**config.mk**
```make
export PLATFORM = sky130hd
export DESIGN_NAME = bcd_timer_ctrl
export DESIGN_NICKNAME = d
export VERILOG_FILES = /design/src/rtl/bcd_timer_ctrl.sv
export SDC_FILE = /design/constraint.sdc
export NUM_CORES = 1
export LEC_CHECK = 0
export BUFFER_PORTS_ARGS = -buffer_cell sky130_fd_sc_hd__buf_2
export CAP_MARGIN = 20
export CELL_PAD_IN_SITES_DETAIL_PLACEMENT = 2
export CELL_PAD_IN_SITES_GLOBAL_PLACEMENT = 2
export CORE_AREA = 2 2 89 91
export DETAILED_ROUTE_END_ITERATION = 6
export DIE_AREA = 0 0 91 93
export PLACE_DENSITY_LB_ADDON = 0.05
export RECOVER_POWER = 100
export SKIP_LAST_GASP = 1
export SYNTH_ARGS = -nofsm -noshare
export SYNTH_HDL_FRONTEND = slang
export SYNTH_SLANG_ARGS = --single-unit
```
**constraint.sdc**
```tcl
create_clock -name CLK -period 4.9 [get_ports CLK]
set_input_delay 0.98 -clock CLK [delete_from_list [all_inputs] [get_ports CLK]]
set_output_delay 0.98 -clock CLK [all_outputs]
set_load 0.005 [all_outputs]
```
**src/rtl/bcd_timer_ctrl.sv**
```systemverilog
// Multi-digit BCD stopwatch/timer run controller: IDLE/RUN/PAUSE/DONE sequencing,
// prescaled counting with a decade-digit carry chain, and an optional BCD stop target.
module bcd_timer_ctrl #(
    parameter int DIGITS   = 4,
    parameter int PRESCALE = 10
) (
    input  logic                  CLK,
    input  logic                  RESET,
    input  logic                  START,
    input  logic                  STOP,
    input  logic                  CLEAR,
    input  logic [4*DIGITS-1:0]   TARGET,
    output logic [4*DIGITS-1:0]   BCD,
    output logic                  TICK,
    output logic                  OVF,
    output logic                  RUNNING,
    output logic                  DONE
);

    localparam int PW = (PRESCALE > 1) ? $clog2(PRESCALE) : 1;
    localparam logic [PW-1:0] PRE_LAST = PW'(PRESCALE - 1);

    typedef enum logic [1:0] {
        S_IDLE  = 2'd0,
        S_RUN   = 2'd1,
        S_PAUSE = 2'd2,
        S_DONE  = 2'd3
    } state_t;

    state_t                state_reg, state_next;
    logic [4*DIGITS-1:0]   bcd_reg, bcd_next;
    logic [4*DIGITS-1:0]   target_reg, target_next;
    logic [PW-1:0]         pre_reg, pre_next;
    logic                  tick_reg, tick_next;
    logic                  ovf_reg, ovf_next;
    logic                  running_reg, done_reg;

    logic [DIGITS:0]       carry;
    logic [4*DIGITS-1:0]   bcd_inc;
    logic [DIGITS-1:0]     digit_ok;
    logic                  tick_now;
    logic                  target_en;
    logic                  hit;
    logic [PW-1:0]         pre_adv;

    // Digit k advances only when every lower digit is 9; carry[DIGITS] flags all-9.
    assign carry[0] = 1'b1;

    generate
        for (genvar gi = 0; gi < DIGITS; gi++) begin : g_digit
            logic [3:0] digit;
            assign digit                 = bcd_reg[4*gi +: 4];
            assign carry[gi+1]           = carry[gi] && (digit == 4'd9);
            assign bcd_inc[4*gi +: 4]    = !carry[gi]       ? digit :
                                           (digit == 4'd9)  ? 4'd0  : digit + 4'd1;
            assign digit_ok[gi]          = (target_reg[4*gi +: 4] <= 4'd9);
        end
    endgenerate

    assign tick_now  = (state_reg == S_RUN) && (pre_reg == PRE_LAST);
    assign pre_adv   = (pre_reg == PRE_LAST) ? '0 : pre_reg + 1'b1;
    // A zero or non-BCD target disables the stop condition entirely.
    assign target_en = (|target_reg) && (&digit_ok);
    assign hit       = tick_now && target_en && (bcd_inc == target_reg);

    always_comb begin
        state_next  = state_reg;
        bcd_next    = bcd_reg;
        target_next = target_reg;
        pre_next    = pre_reg;
        tick_next   = 1'b0;
        ovf_next    = 1'b0;

        if (CLEAR) begin
            state_next = S_IDLE;
            bcd_next   = '0;
            pre_next   = '0;
        end else begin
            case (state_reg)
                S_IDLE: begin
                    if (START) begin
                        state_next  = S_RUN;
                        target_next = TARGET;
                        pre_next    = '0;
                    end
                end
                S_RUN: begin
                    if (tick_now) begin
                        bcd_next  = bcd_inc;
                        tick_next = 1'b1;
                        ovf_next  = carry[DIGITS];
                    end
                    if (hit) begin
                        state_next = S_DONE;
                        pre_next   = pre_adv;
                    end else if (STOP) begin
                        // Pausing freezes the phase so resume keeps the same tick spacing.
                        state_next = S_PAUSE;
                        pre_next   = tick_now ? '0 : pre_reg;
                    end else begin
                        pre_next = pre_adv;
                    end
                end
                S_PAUSE: begin
                    if (START) begin
                        state_next = S_RUN;
                    end
                end
                S_DONE: begin
                    state_next = S_DONE;
                end
                default: begin
                    state_next = S_IDLE;
                    bcd_next   = '0;
                    pre_next   = '0;
                end
            endcase
        end
    end

    always_ff @(posedge CLK) begin
        if (RESET) begin
            state_reg   <= S_IDLE;
            bcd_reg     <= '0;
            target_reg  <= '0;
            pre_reg     <= '0;
            tick_reg    <= 1'b0;
            ovf_reg     <= 1'b0;
            running_reg <= 1'b0;
            done_reg    <= 1'b0;
        end else begin
            state_reg   <= state_next;
            bcd_reg     <= bcd_next;
            target_reg  <= target_next;
            pre_reg     <= pre_next;
            tick_reg    <= tick_next;
            ovf_reg     <= ovf_next;
            running_reg <= (state_next == S_RUN);
            done_reg    <= (state_next == S_DONE);
        end
    end

    assign BCD     = bcd_reg;
    assign TICK    = tick_reg;
    assign OVF     = ovf_reg;
    assign RUNNING = running_reg;
    assign DONE    = done_reg;

endmodule
```
After elaboration in Yosys (flattened, before gate mapping)
Index checks and enable logic that the tools add are counted.
{"block": "op_classes", "addsub": 5, "magnitude_cmp": 4, "eq_ne": 13, "muxes": 19, "bitwise_logic": 3, "reduce_logical": 18}
{"op": "2-to-1 mux 4 bit", "count": 12}
{"op": "adder 4 x 1 -> 4 bit (second input constant)", "count": 5}
{"op": "== test 4 bit (second input constant)", "count": 5}
{"op": "== test 16 bit", "count": 1}
{"op": "<= comparator 4 bit (second input constant)", "count": 4}
{"op": "OR reduction 16 bit", "count": 1}
{"op": "2-to-1 mux 2 bit", "count": 4}
{"op": "one-hot mux 4 bit (2 select lines)", "count": 1}
{"op": "logical AND 1 bit", "count": 7}
{"op": "== test 2 bit (second input constant)", "count": 3}
{"op": "one-hot mux 2 bit (3 select lines)", "count": 1}
{"op": "AND reduction 3 bit", "count": 2}
{"op": "== test 2 x 1 -> 1 bit (second input constant)", "count": 2}
{"op": "!= test 4 bit (second input constant)", "count": 1}
{"op": "AND reduction 4 bit", "count": 1}
{"op": "OR reduction 2 bit", "count": 2}
{"op": "OR reduction 4 bit", "count": 1}
{"op": "NOT 1 bit", "count": 3}
{"op": "OR reduction 3 bit", "count": 1}
{"op": "zero test 2 bit", "count": 1}
{"op": "!= test 2 bit (second input constant)", "count": 1}
{"op": "AND reduction 2 bit", "count": 1}
{"op": "nonzero test 2 bit", "count": 1}
{"op": "2-to-1 mux 1 bit", "count": 1}
{"block": "word_totals", "register_bits": 42, "inputBits": 21, "out_inout_bits": 20, "elab_cells": 70}

Longest topological paths before layout
Gate-level depths: netlist (run 1).
{"block": "depth", "depth_word": 10, "mapped_depth": 11, "mapped_depth_nobuf": 10}

Worst setup path after synthesis (run 1)
Ideal clock, no wire load.
{"block": "synth_path", "kind": "reg-to-reg", "from": "register bcd_reg[4] (netlist: BCD[4])", "to": "register pre_reg[1]", "setup_ns": 0.066, "arrival_time_ns": 2.736, "required_time_ns": 4.834, "slack_ns": 2.098, "path_stages_with_launch": 11, "n_path_buf": 1, "period_less_slack_ns": 2.802, "path_cell_list": "dfxtp_1 -> ha_1 -> and3b_1 -> buf_4 -> a21boi_2 -> or3_1 -> a2111oi_2 -> nand4_1 -> o31a_1 -> or3_1 -> a21oi_2"}
{"block": "synth_between", "elab_chain_len": 8, "word_cells_on_any_way": 14, "classes_between": "1 x add/sub; 3 x eq/ne; 6 x mux; 4 x reduce/logical"}
{"item": "from (decl)", "line": "31", "source": "logic [4*DIGITS-1:0] bcd_reg, bcd_next;"}
{"item": "from (signal assigned)", "line": "133", "source": "bcd_reg <= bcd_next;"}
{"item": "parallel branches: the longest is 4 deep, another holds adder 4 x 1 -> 4 bit"}
{"item": "== test 16 bit (*)", "line": "64", "source": "assign hit = tick_now && target_en && (bcd_inc == target_reg);"}
{"item": "logical AND 1 bit (*)", "line": "64"}
{"item": "!= test 4 bit (no line) or 2-to-1 mux 4 bit (tied branches)"}
{"item": "AND reduction 3 bit (no line) or one-hot mux 4 bit (2 select lines) (tied branches)"}
{"item": "to (signal assigned)", "line": "135", "source": "pre_reg <= pre_next;"}
{"item": "to (decl)", "line": "33", "source": "logic [PW-1:0] pre_reg, pre_next;"}
Mark *: on every way between the ends.
A chain may end at the register's enable or synchronous reset.

Worst setup path after layout (run 1)
{"block": "layout_path", "from": "register bcd_reg[0] (netlist: BCD[0])", "to": "register running_reg (netlist: RUNNING)"}
{"block": "layout_between", "elab_chain_len": 10, "word_cells_on_any_way": 14, "classes_between": "1 x add/sub; 3 x eq/ne; 7 x mux; 3 x reduce/logical"}
{"item": "parallel branches: the longest is 4 deep, another holds adder 4 x 1 -> 4 bit"}
{"item": "== test 16 bit (*)", "line": "64"}
{"item": "logical AND 1 bit (*)", "line": "64"}
{"item": "2-to-1 mux 2 bit (*)", "line": "93", "source": "if (hit) begin"}
{"item": "one-hot mux 2 bit (3 select lines) (*)", "line": "79", "source": "case (state_reg)"}
{"item": "2-to-1 mux 2 bit (*)", "line": "74", "source": "if (CLEAR) begin"}
{"item": "== test 2 x 1 -> 1 bit (*)", "line": "138", "source": "running_reg <= (state_next == S_RUN);"}
{"item": "to (signal assigned)", "line": "138"}
{"item": "to (decl)", "line": "36", "source": "logic running_reg, done_reg;"}
Marked as above.

==> metrics list, run 1 <==
- Number of antenna violations at the first check in global routing: 0
- The detailed router finished its first iteration with 51 violations.
- Bufs on Longest Clock Path: 2
- Final hold viol count: 0
- Sequential-to-total area share from yosys stat: 32.26%
- Critical path data required time: 5.15 ns
- The placed instances occupy a cell area of 2850 µm².
- FP Rows: 32
- Fraction of final layout cells with drive strength greater than 1: 15.60%
* Post-synth EDFFs: 0
* Worst-skew pair later-pin latency: 0.30 ns
- Input and output buffers added on the ports amount to 40.
* I/O pins: 41
* Cell count after synthesis: 323
- In this run the vertical extent of the chip is 93 µm.
* Standby leakage power: 0.001097 µW
- First drt pass iteration count: 4
- Counting flops with an async set or reset pin after synthesis yields a share of 0%.
* Final cell area excluding filler cells: 2923 µm²
- Among all cell types in the netlist, the one instantiated most often is sky130_fd_sc_hd__nand2_1.
* Max IR drop VDD: 0.1220 mV
- Ratio of final minimum period to clock period: 72.21%
- After detailed routing, the average wire length per cell comes to 17.17 µm.
- Mean instance size in the synthesized netlist: 8.069 µm²
- The largest total area in the synthesized netlist belongs to sky130_fd_sc_hd__dfxtp_1.
- Fill cell instance count of the final layout: 940
- STA puts the critical path data arrival time at 3.78 ns.
* Total number of clock tree sinks: 42
- Overall routing resource usage: 19.32%
* # DRC: 0
- The number of nets in the synthesized netlist is 352.
* Total Routed Length: 7916 µm
* Maximum fanout along the worst path: 13
- At the end of the flow, the number of nets in the layout was 387.
- Clock buffer count from CTS: 5
- Largest net degree at the start of global routing: 23
* Clock transition at the registers of the reported paths: 0.09 ns
- The max-slew violation count is 0.
* # Post-CTS Setup Buffers: 0
- Wire length of the first global-routing pass: 13210 µm
* Setup crit end kind: flip-flop
- Number of global-route vias before repair: 2492
* Total power density per cell area: 240.3 nW/µm²
- Cell at the root of the clock tree: sky130_fd_sc_hd__clkbuf_8
* Dominant synthesized flop cell: sky130_fd_sc_hd__dfxtp_1
- Vias post-DR: 2484
- The synthesized design devotes to its leading area cell type 32.26% of total area.
- In this run, synthesis produced a sequential element count of 42.
- Count of nets left with antenna violations after detail routing: 0
- Yosys cell types: 68
- Most common library cells after synthesis: 48 x sky130_fd_sc_hd__nand2_1, 42 x sky130_fd_sc_hd__dfxtp_1, 33 x sky130_fd_sc_hd__a21oi_1, 33 x sky130_fd_sc_hd__nor2_1, 14 x sky130_fd_sc_hd__o21ai_0
- The flow ran to the end, and the final reports show no timing, DRC or antenna violations.
- Placer congestion estimate: 0.7788
- Number of warning messages in the yosys log: 0
- Area of the mapped netlist: 2606 µm²
- Worst min path class: flip-flop to flip-flop
* Number of cells on the worst reg-to-reg path: 8
- Average vias per placed instance: 5.388
- Worst clock skew on the final layout: 0.006831 ns
* Startpoint type of the worst setup path: flip-flop
- Area enclosed by the die boundary: 8463 µm²
- Reported max-cap violation count: 0
* Total negative slack: 0 ns
* Crit Path Category: flip-flop to flip-flop
- Post-cts gate resize count: 0
- Area Overhead vs Synth: 12.15%
- The H-tree generated during clock tree synthesis spans 2 levels.
* Core area: 7527 µm²
- Based on the critical path, the design can be clocked at up to 0.2826 GHz.
* Area contributors post-synth: sky130_fd_sc_hd__dfxtp_1 32%, sky130_fd_sc_hd__nand2_1 6.9%, sky130_fd_sc_hd__a21oi_1 6.3%
- The worst hold path was traced through 2 stages.
- For this design, the CTS-stage hold fixing added 0 buffers.
- The number of antenna diodes in the final layout is 0.
- The total overflow left after global routing is 0.
- In this run the horizontal extent of the chip is 91 µm.
- TritonCTS built the clock tree.
* Transition time at the pin with the least slew margin: 1.351 ns
- The initial utilization of the core area, before any placement, comes to 34.62%.
* Post-layout min period: 3.538 ns
- Unrepaired setup endpoints after global routing: no
* HPWL reported at the end of detailed placement: 5936 µm
- Setup violations remaining at the end of the flow were counted as 0.
- Max-Slew Margin vs Limit: 9.966%
-- critical path: stages (launching register included) --
cell                        delay (ns)
sky130_fd_sc_hd__dfxtp_1          0.55
sky130_fd_sc_hd__nand4bb_1        0.50
sky130_fd_sc_hd__or4_1            0.65
sky130_fd_sc_hd__and3_2           0.23
sky130_fd_sc_hd__nor4_1           0.34
sky130_fd_sc_hd__nand4_1          0.21
sky130_fd_sc_hd__o31a_1           0.41
sky130_fd_sc_hd__a211oi_1         0.40
sky130_fd_sc_hd__and2_0           0.19
-- path summary, 6_finish.rpt --
kind,endpoint,slack [ns],startpoint
setup / recovery,RUNNING$_SDFF_PP0_,1.36,BCD[0]$_SDFFE_PP0P_
hold reg to reg,target_reg[10]$_SDFFE_PP0P_,0.51,target_reg[10]$_SDFFE_PP0P_
setup reg to reg,RUNNING$_SDFF_PP0_,1.36,BCD[0]$_SDFFE_PP0P_
hold / removal,target_reg[10]$_SDFFE_PP0P_,0.51,target_reg[10]$_SDFFE_PP0P_
-- cell type report --
type / instances / area [µm²] / area share (%)
well taps: 102 / 127.6 / 4.366
inverters: 8 / 30.03 / 1.027
repair buffers: 41 / 192.7 / 6.592
clock buffers: 6 / 72.57 / 2.483
flip-flops and latches: 42 / 840.8 / 28.77
multi-input cells: 260 / 1622 / 55.48
clock inverters: 2 / 37.54 / 1.284
-- cell families after synthesis --
family / Yosys count / share of synthesized area (%)
and+or+nand+nor: 157 / 32.36
muxes: 8 / 3.121
AOI/OAI and AO/OA: 75 / 19.49
xor gates and xnor gates: 12 / 4.033
DFF: 42 / 32.26
adders and majority gates: 8 / 3.841
buffers and inverters: 21 / 4.897
-- layer usage --
metal | share of wire [%] | GRT usage [%] | vias to the layer above
met5 | 0 | 0 | -
met1 | 50 | 26.60 | 1210
met2 | 46 | 32.41 | 38
li1 | - | - | 1231
met4 | 0.87 | 3.788 | 0
met3 | 2.8 | 2.820 | 5
-- per-stage QoR --
stage | utilization (%) | setup WS (ns) | total power, µW | cells | hold slack (ns)
3_3_place_gp | 37.87 | 1.733 | 423.3 | 453 | 0.4906
2_1_floorplan | - | 2.098 | 401.8 | 323 | 0.4541
5_1_grt | 38.83 | 1.101 | 732.2 | 461 | 0.5534
6_report | 38.83 | 1.362 | 702.4 | 461 | 0.5132
4_1_cts | 39.33 | 1.558 | 713.0 | 461 | 0.5161
3_5_place_dp | 37.87 | 1.634 | 425.2 | 453 | 0.5028
-- power by group --
part	internal [µW]	total [µW]	switching, µW
Sequential	348	359	11.0
Combinational	24.5	55.8	31.3
Clock	152	287	135
Total	525	702	177
-- cell usage in the layout (no fill, tap or decap), types with 9 or more instances in the layout --
cell type                  count
sky130_fd_sc_hd__nor3_1       10
sky130_fd_sc_hd__buf_2        28
sky130_fd_sc_hd__clkbuf_1     12
sky130_fd_sc_hd__o21ai_0      14
sky130_fd_sc_hd__nor2_1       33
sky130_fd_sc_hd__nand3_1       9
sky130_fd_sc_hd__dfxtp_1      42
sky130_fd_sc_hd__a21oi_1      34
sky130_fd_sc_hd__nand2_1      48
No activity file was read; power rests on OpenSTA's default activity.
==> run 2: changes to the inputs <==
--- a/config.mk
+++ b/config.mk
@@ -9,9 +9,9 @@
 export CAP_MARGIN = 20
 export CELL_PAD_IN_SITES_DETAIL_PLACEMENT = 2
 export CELL_PAD_IN_SITES_GLOBAL_PLACEMENT = 2
-export CORE_AREA = 2 2 89 91
+export CORE_AREA = 2 2 97 99
 export DETAILED_ROUTE_END_ITERATION = 6
-export DIE_AREA = 0 0 91 93
+export DIE_AREA = 0 0 99 101
 export PLACE_DENSITY_LB_ADDON = 0.05
 export RECOVER_POWER = 100
 export SKIP_LAST_GASP = 1
==> constraint.sdc (replaced) <==
create_clock -name CLK -period 2.85 [get_ports CLK]
set_input_delay 0.57 -clock CLK [delete_from_list [all_inputs] [get_ports CLK]]
set_output_delay 0.57 -clock CLK [all_outputs]
set_load 0.005 [all_outputs]
==> metrics list, run 2 (same netlist as run 1, synthesis figures left out) <==
- Worst R2R Setup Slack: 0.01 ns (was 1.36 ns)
- Arrival time at the worst endpoint: 3.07 ns (was 3.78 ns)
- The count of hold-fix buffers inserted at cts came to 0 (unchanged).
- List of cells traversed by the critical path: inv_2 -> ha_4 -> and3b_2 -> or4_4 -> and3_4 -> nor4_4 -> nand4_1 -> o31a_1 -> or3_4 -> a21oi_2 (was nand4bb_1 -> or4_1 -> and3_2 -> nor4_1 -> nand4_1 -> o31a_1 -> a211oi_1 -> and2_0).
- The post-route standard cell area excluding fillers was 3433 µm² (was 2923 µm²).
* Ratio of final minimum period to clock period: 99.61% (was 72.21%)
- The number of nets in the finished design is 426 (was 387).
- Clock buffer count from CTS: 5 (unchanged)
- Cell area after placement: 3079 µm² (was 2850 µm²)
- The number of primary I/O pins was 41 (unchanged).
* Vertical die dimension: 101 µm (was 93 µm)
* Overall routing resource usage: 17.69% (was 19.32%)
* Violation count after the first detailed-routing iteration: 59 (was 51)
- The register clock-pin slew on the reported worst setup and hold paths was 0.09 ns (about the same).
* Most common library cell in the layout ignoring fill and taps: sky130_fd_sc_hd__nand2_1 (unchanged)
- Standby leakage power: 0.001374 µW (was 0.001097 µW)
* Worst clock skew on the final layout: 0.008295 ns (was 0.006831 ns)
* End point of the most critical hold path: target_reg[7]$_SDFFE_PP0P_ (was target_reg[10]$_SDFFE_PP0P_)
* Crit Path Category: flip-flop to flip-flop (unchanged)
- Count of H-tree levels built during CTS: 2 (unchanged)
- The number of optimization iterations in the first detailed-route pass came to 4 (unchanged).
- Bufs on Longest Clock Path: 2 (unchanged)
* Placer congestion estimate: 0.7625 (was 0.7788)
* Transition time at the pin with the least slew margin: 0.6124 ns (was 1.351 ns)
- The worst hold margin came to 0.5025 ns (was 0.5132 ns).
* Worst reg2reg startpoint: BCD[9]$_SDFFE_PP0P_ (was BCD[0]$_SDFFE_PP0P_)
- Vias post-DR: 2638 (was 2484)
* HP Start: target_reg[7]$_SDFFE_PP0P_ (was target_reg[10]$_SDFFE_PP0P_)
- Leading cell types in the layout, fill and taps excluded: 48 x sky130_fd_sc_hd__nand2_1, 40 x sky130_fd_sc_hd__buf_2, 37 x sky130_fd_sc_hd__buf_4 (was 48 x sky130_fd_sc_hd__nand2_1, 42 x sky130_fd_sc_hd__dfxtp_1, 34 x sky130_fd_sc_hd__a21oi_1).
- The average vias per placed instance was 5.183 (was 5.388).
- The largest fanout on the critical path came to 4 (was 13).
- N_diodes: 0 (unchanged)
- Number of global-route vias before repair: 2669 (was 2492)
- Avg WL per Cell: 17.86 µm (was 17.17 µm)
- The worst supply voltage drop on vdd was 0.1594 mV (was 0.1220 mV).
- Total number of clock tree sinks: 42 (unchanged)
- The clock tree from TritonCTS is done (unchanged).
* Worst R2R End: pre_reg[1]$_SDFFE_PP0P_ (was RUNNING$_SDFF_PP0_)
- The later-pin clock latency in the skew report was 0.30 ns (about the same).
- Cell at the root of the clock tree: sky130_fd_sc_hd__clkbuf_8 (unchanged)
- The share of layout cells above drive strength 1 came to 34.67% (was 15.60%).
- Count of nets left with antenna violations after detail routing: 0 (unchanged)
- The shortest period the worst path allows came to 2.839 ns (was 3.538 ns).
- Worst-path cell with the longest stage delay: sky130_fd_sc_hd__or4_4 (was sky130_fd_sc_hd__or4_1)
* Fill cell instance count of the final layout: 1038 (was 940)
* Area enclosed by the die boundary: 9999 µm² (was 8463 µm²)
- The normalized max-slew margin came to 59.05% (was 9.966%).
- The number of endpoints failing setup at the final stage came to 0 (unchanged).
- The post-synthesis to final-layout area growth was 31.73% (was 12.15%).
- The sum of routed wire length over all layers came to 9089 µm (was 7916 µm).
- The remaining global-route overflow came to 0 (unchanged).
- The max-slew violation count is 0 (unchanged).
- Setup crit end kind: flip-flop (unchanged)
- The worst min-delay path class is flip-flop to flip-flop (unchanged).
* Wire length of the first global-routing pass: 14150 µm (was 13210 µm)
- The number of I/O port buffers is 40 (unchanged).
- The count of maximum capacitance violations came to 0 (unchanged).
* Largest net degree at the start of global routing: 23 (unchanged)
- The width of the chip is 99 µm (was 91 µm).
- The peak clock frequency supported by timing was 0.3522 GHz (was 0.2826 GHz).
* Cells on Worst Hold Path: 2 (unchanged)
- The worst-case reg-to-reg path depth was 10 (was 8).
- Startpoint type of the worst setup path: flip-flop (unchanged)
- Unrepaired setup endpoints after global routing: yes (was no)
- The effective utilization at floorplan is 29.03% (was 34.62%).
* Footprint of the multi-input gates: 1800 µm² (was 1622 µm²)
* Core area: 8977 µm² (was 7527 µm²)
* Critical path data required time: 3.08 ns (was 5.15 ns)
- The DRC violation count after routing was 0 (unchanged).
- The footprint of the flip-flops and latches came to 849.6 µm² (was 840.8 µm²).
- The final hold violation count is 0 (unchanged).
- Total power density per cell area: 353.4 nW/µm² (was 240.3 nW/µm²)
- Outcome: complete, no violations (unchanged).
- The launching element of the worst setup path is BCD[9]$_SDFFE_PP0P_ (was BCD[0]$_SDFFE_PP0P_).
- The number of rows created at floorplan is 35 (was 32).
* HPWL reported at the end of detailed placement: 6722 µm (was 5936 µm)
* Max stage delay on crit path: 0.42 ns (was 0.65 ns)
- Number of antenna violations at the first check in global routing: 0 (unchanged)
-- run 2: cell types whose count changed in the layout (fill, tap and decap cells not counted), moves of 7 or more --
cell	delta
sky130_fd_sc_hd__dfxtp_1	-7
sky130_fd_sc_hd__buf_2	+12
sky130_fd_sc_hd__buf_4	+36
sky130_fd_sc_hd__clkbuf_1	-10
sky130_fd_sc_hd__dfxtp_2	+7
-- run 2: timing repair --
| action | 4_1_cts | 5_1_grt |
|---|---|---|
| gates resized for setup | 4 | 38 |
| setup endpoints to repair | 5 | 7 |
| pin swaps | 3 | 8 |
| gates cloned | 0 | 1 |
| buffers inserted | 1 | 8 |
-- run 2: worst max path at each step --
stage | end | slack [ns] | cells after the start
6_report | pre_reg[1]$_SDFFE_PP0P_ | 0.01 | 10
4_1_cts | pre_reg[1]$_SDFFE_PP0P_ | 0.02 | 10
3_3_place_gp | pre_reg[1]$_SDFFE_PP0P_ | 0.02 | 10
5_1_grt | pre_reg[1]$_SDFFE_PP0P_ | -0.14 | 10
3_5_place_dp | pre_reg[1]$_SDFFE_PP0P_ | -0.06 | 10
2_1_floorplan | pre_reg[1]$_SDFFE_PP0P_ | 0.05 | 10
-- run 2: worst max-delay path, delay by kind of cell, from the launching register on --
kind                       cells  cell delay [ns]
adders and majority gates      1             0.15
DFF                            1             0.36
and+or+nand+nor                6             1.68
buffers and inverters          1             0.05
AOI/OAI and AO/OA              2             0.52
-- run 2: through the flow --
stage | util, % | setup TNS (ns) | std cells | total power [µW] | setup WS (ns)
2_1_floorplan | - | 0 | 323 | 690.8 | 0.04799
3_3_place_gp | 34.30 | 0 | 491 | 733.1 | 0.01808
3_5_place_dp | 34.30 | -0.1479 | 491 | 735.0 | -0.06023
4_1_cts | 35.83 | 0 | 500 | 1227 | 0.01594
5_1_grt | 38.24 | -0.4593 | 509 | 1269 | -0.1351
6_report | 38.24 | 0 | 509 | 1213 | 0.01100
-- run 2: where the power goes --
group | leakage [µW] | switching (µW) | internal (µW)
clock network | 0.0000514 | 226 | 262
registers | 0.000344 | 16.9 | 599
logic | 0.000979 | 60.5 | 49.1
-- run 2: area by class of cell --
| class | count | share of cell area, % |
|---|---|---|
| Multi-Input combinational cell | 260 | 52.44 |
| Timing Repair Buffer | 80 | 14.69 |
| Tap cell | 111 | 4.045 |
| Clock buffer | 6 | 2.114 |
| Inverter | 8 | 0.8746 |
| Sequential cell | 42 | 24.74 |
| Clock inverter | 2 | 1.093 |
-- run 2: metal layers --
layer  share of wire [%]  up-vias  global-route usage [%]
li1                    -     1301                       -
met1                  51     1297                   25.73
met2                  46       36                   27.23
met3                 2.4        4                   2.705
met4                0.89        0                   4.636
met5                   0        -                       0
==> run 3: changes to the inputs <==
--- a/config.mk
+++ b/config.mk
@@ -10,6 +10,7 @@
 export CELL_PAD_IN_SITES_DETAIL_PLACEMENT = 2
 export CELL_PAD_IN_SITES_GLOBAL_PLACEMENT = 2
 export CORE_AREA = 2 2 97 99
+export CTS_BUF_LIST = sky130_fd_sc_hd__clkbuf_4 sky130_fd_sc_hd__clkbuf_8 sky130_fd_sc_hd__clkbuf_16
 export DETAILED_ROUTE_END_ITERATION = 6
 export DIE_AREA = 0 0 99 101
 export PLACE_DENSITY_LB_ADDON = 0.05
==> metrics list, run 3 (same netlist as run 1, synthesis figures left out) <==
- The routability congestion estimate from global placement is 0.7625 (unchanged).
* Area enclosed by the die boundary: 9999 µm² (unchanged)
- Outcome: complete, no violations (unchanged).
- The count of maximum capacitance violations is 0 (unchanged).
- Number of nets in the finished design: 426 (unchanged)
- The share of layout cells above drive strength 1 came to 34.92% (was 34.67%).
* Initial cell density of the core: 29.03% (unchanged)
* Crit Path Category: flip-flop to flip-flop (unchanged)
* Maximum clock rate: 0.3520 GHz (was 0.3522 GHz)
- Footprint of the multi-input gates: 1800 µm² (unchanged)
- Fill cell instance count of the final layout: 1036 (was 1038)
* I/O pins: 41 (unchanged)
* Total Routed Length: 9076 µm (was 9089 µm)
- Worst R2R Setup Slack: 0.009 ns (was 0.01 ns)
- Standby leakage power: 0.001378 µW (was 0.001374 µW)
- The count of antenna diodes in the layout came to 0 (unchanged).
- Worst-skew pair later-pin latency: 0.29 ns (was 0.30 ns)
* First drt pass iteration count: 4 (unchanged)
- The final period utilization came to 99.69% (was 99.61%).
* Unrepaired setup endpoints after global routing: yes (unchanged)
- Max IR drop VDD: 0.1595 mV (was 0.1594 mV)
- The capture endpoint of the worst hold path was target_reg[7]$_SDFFE_PP0P_ (unchanged).
- The number of rows created at floorplan was 35 (unchanged).
* Total power density per cell area: 354.8 nW/µm² (was 353.4 nW/µm²)
- Worst clock skew on the final layout: 0.004725 ns (was 0.008295 ns)
- Storage element area: 849.6 µm² (unchanged)
- Transition time at the pin with the least slew margin: 0.6236 ns (was 0.6124 ns)
- Overall routing resource usage: 17.69% (unchanged)
- Final hold viol count: 0 (unchanged)
* Core area: 8977 µm² (unchanged)
- Worst R2R End: pre_reg[1]$_SDFFE_PP0P_ (unchanged)
- List of cells traversed by the critical path: inv_2 -> ha_4 -> and3b_2 -> or4_4 -> and3_4 -> nor4_4 -> nand4_1 -> o31a_1 -> or3_4 -> a21oi_2 (unchanged)
- Die boundary width: 99 µm (unchanged)
* Core utilization of the finished layout: 38.29% (was 38.24%)
- The number of I/O port buffers was 40 (unchanged).
- Leading cell types in the layout, fill and taps excluded: 48 x sky130_fd_sc_hd__nand2_1, 40 x sky130_fd_sc_hd__buf_2, 37 x sky130_fd_sc_hd__buf_4 (unchanged)
- The remaining global-route overflow came to 0 (unchanged).
* Average vias per placed instance: 5.200 (was 5.183)
- Area Overhead vs Synth: 31.88% (was 31.73%)
- Most common library cell in the layout ignoring fill and taps: sky130_fd_sc_hd__nand2_1 (unchanged)
- Count of H-tree levels built during CTS: 2 (unchanged)
* Arrival time at the worst endpoint: 3.07 ns (about the same)
- Internal power: 919.3 µW (was 909.9 µW)
- Vertical die dimension: 101 µm (unchanged)
* Number of antenna violations at the first check in global routing: 0 (unchanged)
* Seq pwr share: 50.5% (was 50.8%)
* Critical path data required time: 3.08 ns (about the same)
- The longest individual stage delay on the worst path came to 0.42 ns (about the same).
- The clock network power share came to 40.6% (was 40.2%).
- Max-Slew Margin vs Limit: 58.30% (was 59.05%)
- Violation count after the first detailed-routing iteration: 64 (was 59)
- HP Start: target_reg[7]$_SDFFE_PP0P_ (unchanged)
* Cell area after placement: 3079 µm² (unchanged)
- Clock tree from TritonCTS: done (unchanged)
* Switching pwr: 300.3 µW (was 303.3 µW)
* Worst min path class: flip-flop to flip-flop (unchanged)
* # DRC: 0 (unchanged)
- The maximum number of buffers from clock root to sink was 2 (unchanged).
- Avg WL per Cell: 17.83 µm (was 17.86 µm)
- The worst hold margin came to 0.5013 ns (was 0.5025 ns).
- Vias post-DR: 2647 (was 2638)
- The worst-case reg-to-reg path depth is 10 (unchanged).
* Largest net degree at the start of global routing: 23 (unchanged)
- CP Launch Point: BCD[9]$_SDFFE_PP0P_ (unchanged)
- The sum of internal, switching and leakage power was 1220 µW (was 1213 µW).
* Total number of clock tree sinks: 42 (unchanged)
- The wire length of the first global-routing pass was 14150 µm (unchanged).
- The clock root buffer is sky130_fd_sc_hd__clkbuf_8 (unchanged).
- Number of global-route vias before repair: 2666 (was 2669)
* Worst-path cell with the longest stage delay: sky130_fd_sc_hd__or4_4 (unchanged)
* Maximum fanout along the worst path: 4 (unchanged)
- The register clock-pin slew on the reported worst setup and hold paths was 0.09 ns (about the same).
- Count of nets left with antenna violations after detail routing: 0 (unchanged)
* Total count of max-transition violations in the final report: 0 (unchanged)
* Setup violation total in the final timing report: 0 (unchanged)
- The number of buffers created by CTS is 5 (unchanged).
* Startpoint type of the worst setup path: flip-flop (unchanged)
- The shortest period the worst path allows was 2.841 ns (was 2.839 ns).
- The switching share of total power came to 24.62% (was 25.00%).
- The logic gate share of total power was 9.0% (about the same).
- The launching point of the worst reg2reg path is BCD[9]$_SDFFE_PP0P_ (unchanged).
- Final cell area excluding filler cells: 3437 µm² (was 3433 µm²)
* Cells on Worst Hold Path: 2 (unchanged)
- Setup crit end kind: flip-flop (unchanged)
* HPWL reported at the end of detailed placement: 6722 µm (unchanged)
run 3: cell counts in the layout (fill, tap and decap cells not counted):
Identical to the previous run, type by type.
run 3: per-layer routing:
metal | vias up | routed length [µm] | global-route usage (%)
li1 | 1302 | - | -
met1 | 1305 | 4574 | 25.73
met2 | 36 | 4205 | 27.49
met3 | 4 | 213 | 2.705
met4 | 0 | 83 | 4.110
met5 | - | 0 | 0
run 3: cell type report:
type | count | area share [%]
repair buffers | 80 | 14.67
inverters | 8 | 0.8737
clock inverters | 2 | 1.092
well taps | 111 | 4.041
multi-input cells | 260 | 52.38
flip-flops and latches | 42 | 24.72
clock buffers | 6 | 2.221
run 3: how the worst max path moves through the flow:
stage                                    endpoint  slack (ns)  cells after the start
after floorplan           pre_reg[1]$_SDFFE_PP0P_        0.05                     10
after global placement    pre_reg[1]$_SDFFE_PP0P_        0.02                     10
after detailed placement  pre_reg[1]$_SDFFE_PP0P_       -0.06                     10
after CTS                 pre_reg[1]$_SDFFE_PP0P_        0.02                     10
after global routing      pre_reg[1]$_SDFFE_PP0P_       -0.14                     10
final                     pre_reg[1]$_SDFFE_PP0P_       0.009                     10
run 3: power by group through the flow:
stage / clock network, µW / registers (µW) / logic, µW
global route: 538 / 618 / 123
detailed placement: 0 / 629 / 106
global placement: 0 / 629 / 104
floorplan: 0 / 624 / 66.9
CTS: 515 / 615 / 106
finish: 495 / 616 / 109
run 3: stage by stage:
stage	setup WS [ns]	setup TNS, ns	instances
after floorplan	0.04799	0	323
after global placement	0.01808	0	491
after detailed placement	-0.06023	-0.1479	491
after CTS	0.01594	0	500
after global routing	-0.1351	-0.4593	509
final	0.008817	0	509
run 3: critical path, delay by kind of cell (launching register included):
family,cells,cell delay (ns)
compound gates,2,0.52
fa+ha+maj,1,0.15
buf+inv,1,0.05
flops,1,0.36
simple gates,6,1.68
run 3: what timing repair did:
| action | CTS | global route |
|---|---|---|
| hold buffers | 0 | 0 |
| gates resized for setup | 4 | 38 |
| buffers inserted | 1 | 8 |
| endpoints found under the setup margin | 5 | 7 |
| cloned | 0 | 1 |
| endpoints found under the hold margin | 0 | 0 |
| pin swaps | 3 | 8 |
